### src/rtl/dac_spi_tx.sv
// SPI-style serial transmitter for a 12-bit DAC.
// Sends a 16-bit frame {2'b00, pd_mode, dac_data}, MSB first. The DAC samples on falling dac_sclk.
module dac_spi_tx #(
    parameter int CLK_DIV   = 4,
    parameter int SETUP_CYC = 2,
    parameter int GAP_CYC   = 4
) (
    input  logic        clk,
    input  logic        rst,
    input  logic        dac_trigger,
    input  logic [11:0] dac_data,
    input  logic [1:0]  pd_mode,
    output logic        dac_sclk,
    output logic        dac_sync_n,
    output logic        dac_din,
    output logic        busy,
    output logic        done
);

    // One 9-bit phase counter covers a full bit slot (up to 510 cycles) as well as the SETUP and GAP periods.
    localparam logic [8:0] HALF       = 9'(CLK_DIV);
    localparam logic [8:0] SLOT_LAST  = 9'(2 * CLK_DIV - 1);
    localparam logic [8:0] SETUP_LAST = 9'(SETUP_CYC - 1);
    localparam logic [8:0] GAP_LAST   = 9'(GAP_CYC - 1);

    typedef enum logic [1:0] {
        IDLE  = 2'd0,
        SETUP = 2'd1,
        SHIFT = 2'd2,
        GAP   = 2'd3
    } state_t;

    state_t      state_reg, state_next;
    logic [8:0]  cnt_reg, cnt_next;
    logic [3:0]  bit_reg, bit_next;
    logic [15:0] frame_reg, frame_next;
    logic        sclk_next, sync_n_next, din_next, busy_next, done_next;

    always_comb begin
        state_next = state_reg;
        cnt_next   = cnt_reg;
        bit_next   = bit_reg;
        frame_next = frame_reg;
        done_next  = 1'b0;
        case (state_reg)
            IDLE: begin
                if (dac_trigger) begin
                    state_next = SETUP;
                    cnt_next   = 9'd0;
                    bit_next   = 4'd15;
                    frame_next = {2'b00, pd_mode, dac_data};
                end
            end
            SETUP: begin
                if (cnt_reg == SETUP_LAST) begin
                    state_next = SHIFT;
                    cnt_next   = 9'd0;
                end else begin
                    cnt_next = cnt_reg + 9'd1;
                end
            end
            SHIFT: begin
                if (cnt_reg == SLOT_LAST) begin
                    cnt_next = 9'd0;
                    if (bit_reg == 4'd0) begin
                        state_next = GAP;
                    end else begin
                        bit_next = bit_reg - 4'd1;
                    end
                end else begin
                    cnt_next = cnt_reg + 9'd1;
                end
            end
            GAP: begin
                if (cnt_reg == GAP_LAST) begin
                    state_next = IDLE;
                    cnt_next   = 9'd0;
                    done_next  = 1'b1;
                end else begin
                    cnt_next = cnt_reg + 9'd1;
                end
            end
            default: begin
                state_next = IDLE;
                cnt_next   = 9'd0;
            end
        endcase

        // Outputs are derived from the upcoming state so they register in step with it.
        sclk_next   = !((state_next == SHIFT) && (cnt_next >= HALF));
        sync_n_next = !((state_next == SETUP) || (state_next == SHIFT));
        din_next    = sync_n_next ? 1'b0 : frame_next[bit_next];
        busy_next   = (state_next != IDLE);
    end

    always_ff @(posedge clk) begin
        if (rst) begin
            state_reg  <= IDLE;
            cnt_reg    <= 9'd0;
            bit_reg    <= 4'd0;
            frame_reg  <= 16'd0;
            dac_sclk   <= 1'b1;
            dac_sync_n <= 1'b1;
            dac_din    <= 1'b0;
            busy       <= 1'b0;
            done       <= 1'b0;
        end else begin
            state_reg  <= state_next;
            cnt_reg    <= cnt_next;
            bit_reg    <= bit_next;
            frame_reg  <= frame_next;
            dac_sclk   <= sclk_next;
            dac_sync_n <= sync_n_next;
            dac_din    <= din_next;
            busy       <= busy_next;
            done       <= done_next;
        end
    end

endmodule

### config.mk
export PLATFORM = sky130hd
export DESIGN_NAME = dac_spi_tx
export DESIGN_NICKNAME = d
export VERILOG_FILES = /design/src/rtl/dac_spi_tx.sv
export SDC_FILE = /design/constraint.sdc
export NUM_CORES = 1
export LEC_CHECK = 0
export CORE_AREA = 3 3 72 74
export CTS_BUF_LIST = sky130_fd_sc_hd__clkbuf_8
export CTS_CLUSTER_DIAMETER = 120
export DETAILED_ROUTE_END_ITERATION = 6
export DIE_AREA = 0 0 75 77
export GPL_TIMING_DRIVEN = 0
export HOLD_SLACK_MARGIN = 0.06
export PLACE_DENSITY = 0.67
export SYNTH_ARGS = -nofsm -noshare
export SYNTH_HDL_FRONTEND = slang
export SYNTH_SLANG_ARGS = --single-unit
### constraint.sdc
create_clock -name clk -period 7.18 [get_ports clk]
set_input_delay 1.795 -clock clk [delete_from_list [all_inputs] [get_ports clk]]
set_output_delay 1.795 -clock clk [all_outputs]
set_load 0.01 [all_outputs]
==> results.ini <==
[detailed_routing]
dr_wl_met3_um = 208
drc = 0
routed_wl_mm = 4.78
drt-initial-drc-count = 120
met2_length_mm = 2.30
via_per_inst = 5.57
topRoutingLayerUsed = met4
wl_per_cell_um = 14.0
wl_met1_mm = 2.17
postRouteAntennaNets = 0
dr.pass1.iters = 4
vias = 1906

[clock_tree]
cts_buffers = 5
clk-insertion-delay-late_ns = 0.30
clock_path_buffers = 2
cts_max_level = 2
cts_resized = 0
numClockSinks = 36
cts_root_buf = clkbuf_8
cts_tree = yes
hold_buffers = 0
clkTransAtPathRegs_ns = 0.08
post_cts_buffers = 0

[synthesis]
synth_top_cell_area_share_pct = 35.4
synth_area_leaders = dfxtp_1 35%, nand2_1 9.8%, a21oi_1 7.4%
ys_types = 58
synthSimpleGateAreaFrac_pct = 30.6
synth_top_family_by_area = simple AND/OR/NAND/NOR gates
yosys_warnings = 0
netlist_area_um2 = 2030
avgSynthCellArea_um2 = 7.82
synth_seq_cells = 36
synth-edff-count = 0
synth_compound_area_share_pct = 20.7
ys_dominant_reg_cell = dfxtp_1
synthCells = 260
synth_adder_area_share_pct = 3.08
muxShareOfSynthArea_pct = 3.20
synthArstFlopShare_pct = 0
synth.most_common_cell = nand2_1
synth_nets = 282
synth_top_area_cell = dfxtp_1
seq_area_frac_synth_pct = 35.4
synthTopCellsByCount = 53 x nand2_1, 36 x dfxtp_1, 30 x a21oi_1, 20 x nor2_1, 8 x o21ai_0
synth-xor-area-share_pct = 0.431

[pwr]
swShare_pct = 28.3
internal_power_uw = 356
peakVddDrop_uv = 107
power.switching_uw = 141
p_seq_share_pct = 44.0
clkPwrFrac_pct = 36.6
power_density_nw_per_um2 = 206
p_leak_nw = 0.910
p_comb_share_pct = 19.4

[layout]
fill_cells = 471
finalInstanceArea_um2 = 2410
diodes = 0
synthToLayoutAreaGrowth_pct = 18.6
finalNetCount = 309
layout-drive-gt1-share_pct = 12.2
fin_cells = 342
largest_reg_flops = 16

[floorplanning]
initial_core_util_pct = 43.6
ioPinCount = 22
die_x_um = 75
fp.coreArea_um2 = 4660
die_h_um = 77
rows = 25
dieArea_um2 = 5780

[setup_path]
path_cells = clkdlybuf4s50_1, nor2_1, nor3_1, a21oi_1, ha_1, nor2b_1, nand2_1, a31o_1, o41ai_1
r2r_cells = 10
r2r-end = dac_din
path_buf_inv = 1
crit_slowest_cell = clkdlybuf4s50_1
cpLargestDelayFamily = compound AO/OA/AOI/OAI gates
crit_fanout = 6
crit_start = dac_trigger
worstPathRequired_ns = 7.38
max_stage_delay_ns = 0.61
path_class = input pin to register
cp.arrival_ns = 3.82
regToRegSetupSlack_ns = 4.20
r2r-start = cnt_reg[5]
end_kind = register
cp-start-kind = input pin

[hold_path]
hold_end = frame_reg[10]
whs_path_depth = 2
hold_path.class = register to register
min-delay-start = frame_reg[10]

[place]
dp.final_hpwl_mm = 3.43
place_area_um2 = 2300
gp_congestion = 0.814
dp.cells = 334
io_buffers = 20

[timing]
worstMarginPinSlew_ns = 0.579
fin_crit_sh_pct = 50.5
hold_viol = 0
skew_ns = 0.00498
fin_tns_setup_ns = 0
setup_viol = 0
max_slew_margin_pct = 61.1
fin_crit_ns = 3.62
rsz0062_at_grt = no
max_clock_freq_ghz = 0.276
drv_slew = 0

[grt]
antenna_found_initial = 0
grt_pass1_vias = 1768
grt_max_degree = 13
grt_usage_pct = 17.7
gr-total-overflow = 0
grt_pass1_wl_mm = 8.00

[outcome]
status = finished clean

[job]
max-cap-violations = 0

[how the worst max path moves through the flow]
stage,depth (start not counted),endpoint,slack (ns)
final,9,dac_din,3.56
after global routing,9,dac_din,3.44
after CTS,9,dac_din,3.56
after detailed placement,9,dac_din,3.28
after global placement,9,dac_din,3.29
after floorplan,8,dac_din,4.09
[stage by stage]
stage / worst slack (ns) / hold slack (ns) / total power [mW] / util (%)
after floorplan: 4.09 / 0.431 / 0.288 / -
after global placement: 3.29 / 0.442 / 0.318 / 49.4
after detailed placement: 3.28 / 0.451 / 0.320 / 49.4
after CTS: 3.56 / 0.462 / 0.502 / 51.8
after global routing: 3.44 / 0.484 / 0.523 / 51.8
final: 3.56 / 0.457 / 0.497 / 51.8
[layout by cell type (no fill, tap or decap), types with 3 or more instances in the layout]
| master | count |
|---|---|
| o21ai_0 | 8 |
| clkbuf_8 | 5 |
| dfxtp_1 | 36 |
| inv_1 | 7 |
| buf_6 | 4 |
| nor3b_1 | 4 |
| clkbuf_1 | 7 |
| a211oi_1 | 4 |
| nor2_1 | 20 |
| nor3_1 | 7 |
| a21oi_1 | 30 |
| clkdlybuf4s50_1 | 20 |
| nor2b_1 | 3 |
| ha_1 | 5 |
| mux2_2 | 4 |
| nand2_1 | 53 |
| buf_2 | 4 |
| nand3_1 | 7 |
| o31ai_1 | 3 |
[layout make-up]
cell class | count | area [um2] | share of cell area (%)
buffer | 17 | 104 | 4.31
clock buffer | 5 | 68.8 | 2.85
clock inverter | 3 | 42.5 | 1.76
inverter | 8 | 30.0 | 1.24
multi-input combinational | 199 | 1180 | 48.9
sequential | 36 | 721 | 29.9
tap | 54 | 67.6 | 2.80
timing repair buffer | 20 | 200 | 8.30
[metal layers]
| layer | vias up | GRT usage [%] |
|---|---|---|
| met1 | 878 | 21.7 |
| li1 | 978 | - |
| met2 | 39 | 29.0 |
| met5 | - | 0 |
| met4 | 0 | 5.69 |
| met3 | 11 | 5.24 |
[kinds of logic (layout without fill, tap and decap cells)]
kind of cell,Yosys count,in the layout
mux,6,6
buf+inv,25,53
fa+ha+maj,5,5
compound gates,66,66
simple gates,121,121
flops,36,36
xor+xnor,1,1
[worst reg2reg max path: stages (launching register included)]
cell,delay [ns]
dfxtp_1,0.37
or4_1,0.59
nor4_1,0.38
and3_1,0.24
nor3_1,0.05
a21oi_1,0.24
ha_1,0.18
nor2b_1,0.22
nand2_1,0.08
a31o_1,0.19
o41ai_1,0.33
[power groups by stage]
| stage | Combinational, mW | Sequential, mW | Clock, mW |
|---|---|---|---|
| after global placement | 0.0951 | 0.223 | 0 |
| final | 0.0964 | 0.218 | 0.182 |
| after floorplan | 0.0654 | 0.223 | 0 |
| after CTS | 0.0971 | 0.219 | 0.186 |
| after detailed placement | 0.0965 | 0.223 | 0 |
| after global routing | 0.108 | 0.220 | 0.195 |
Power figures use the tool's default switching activity.
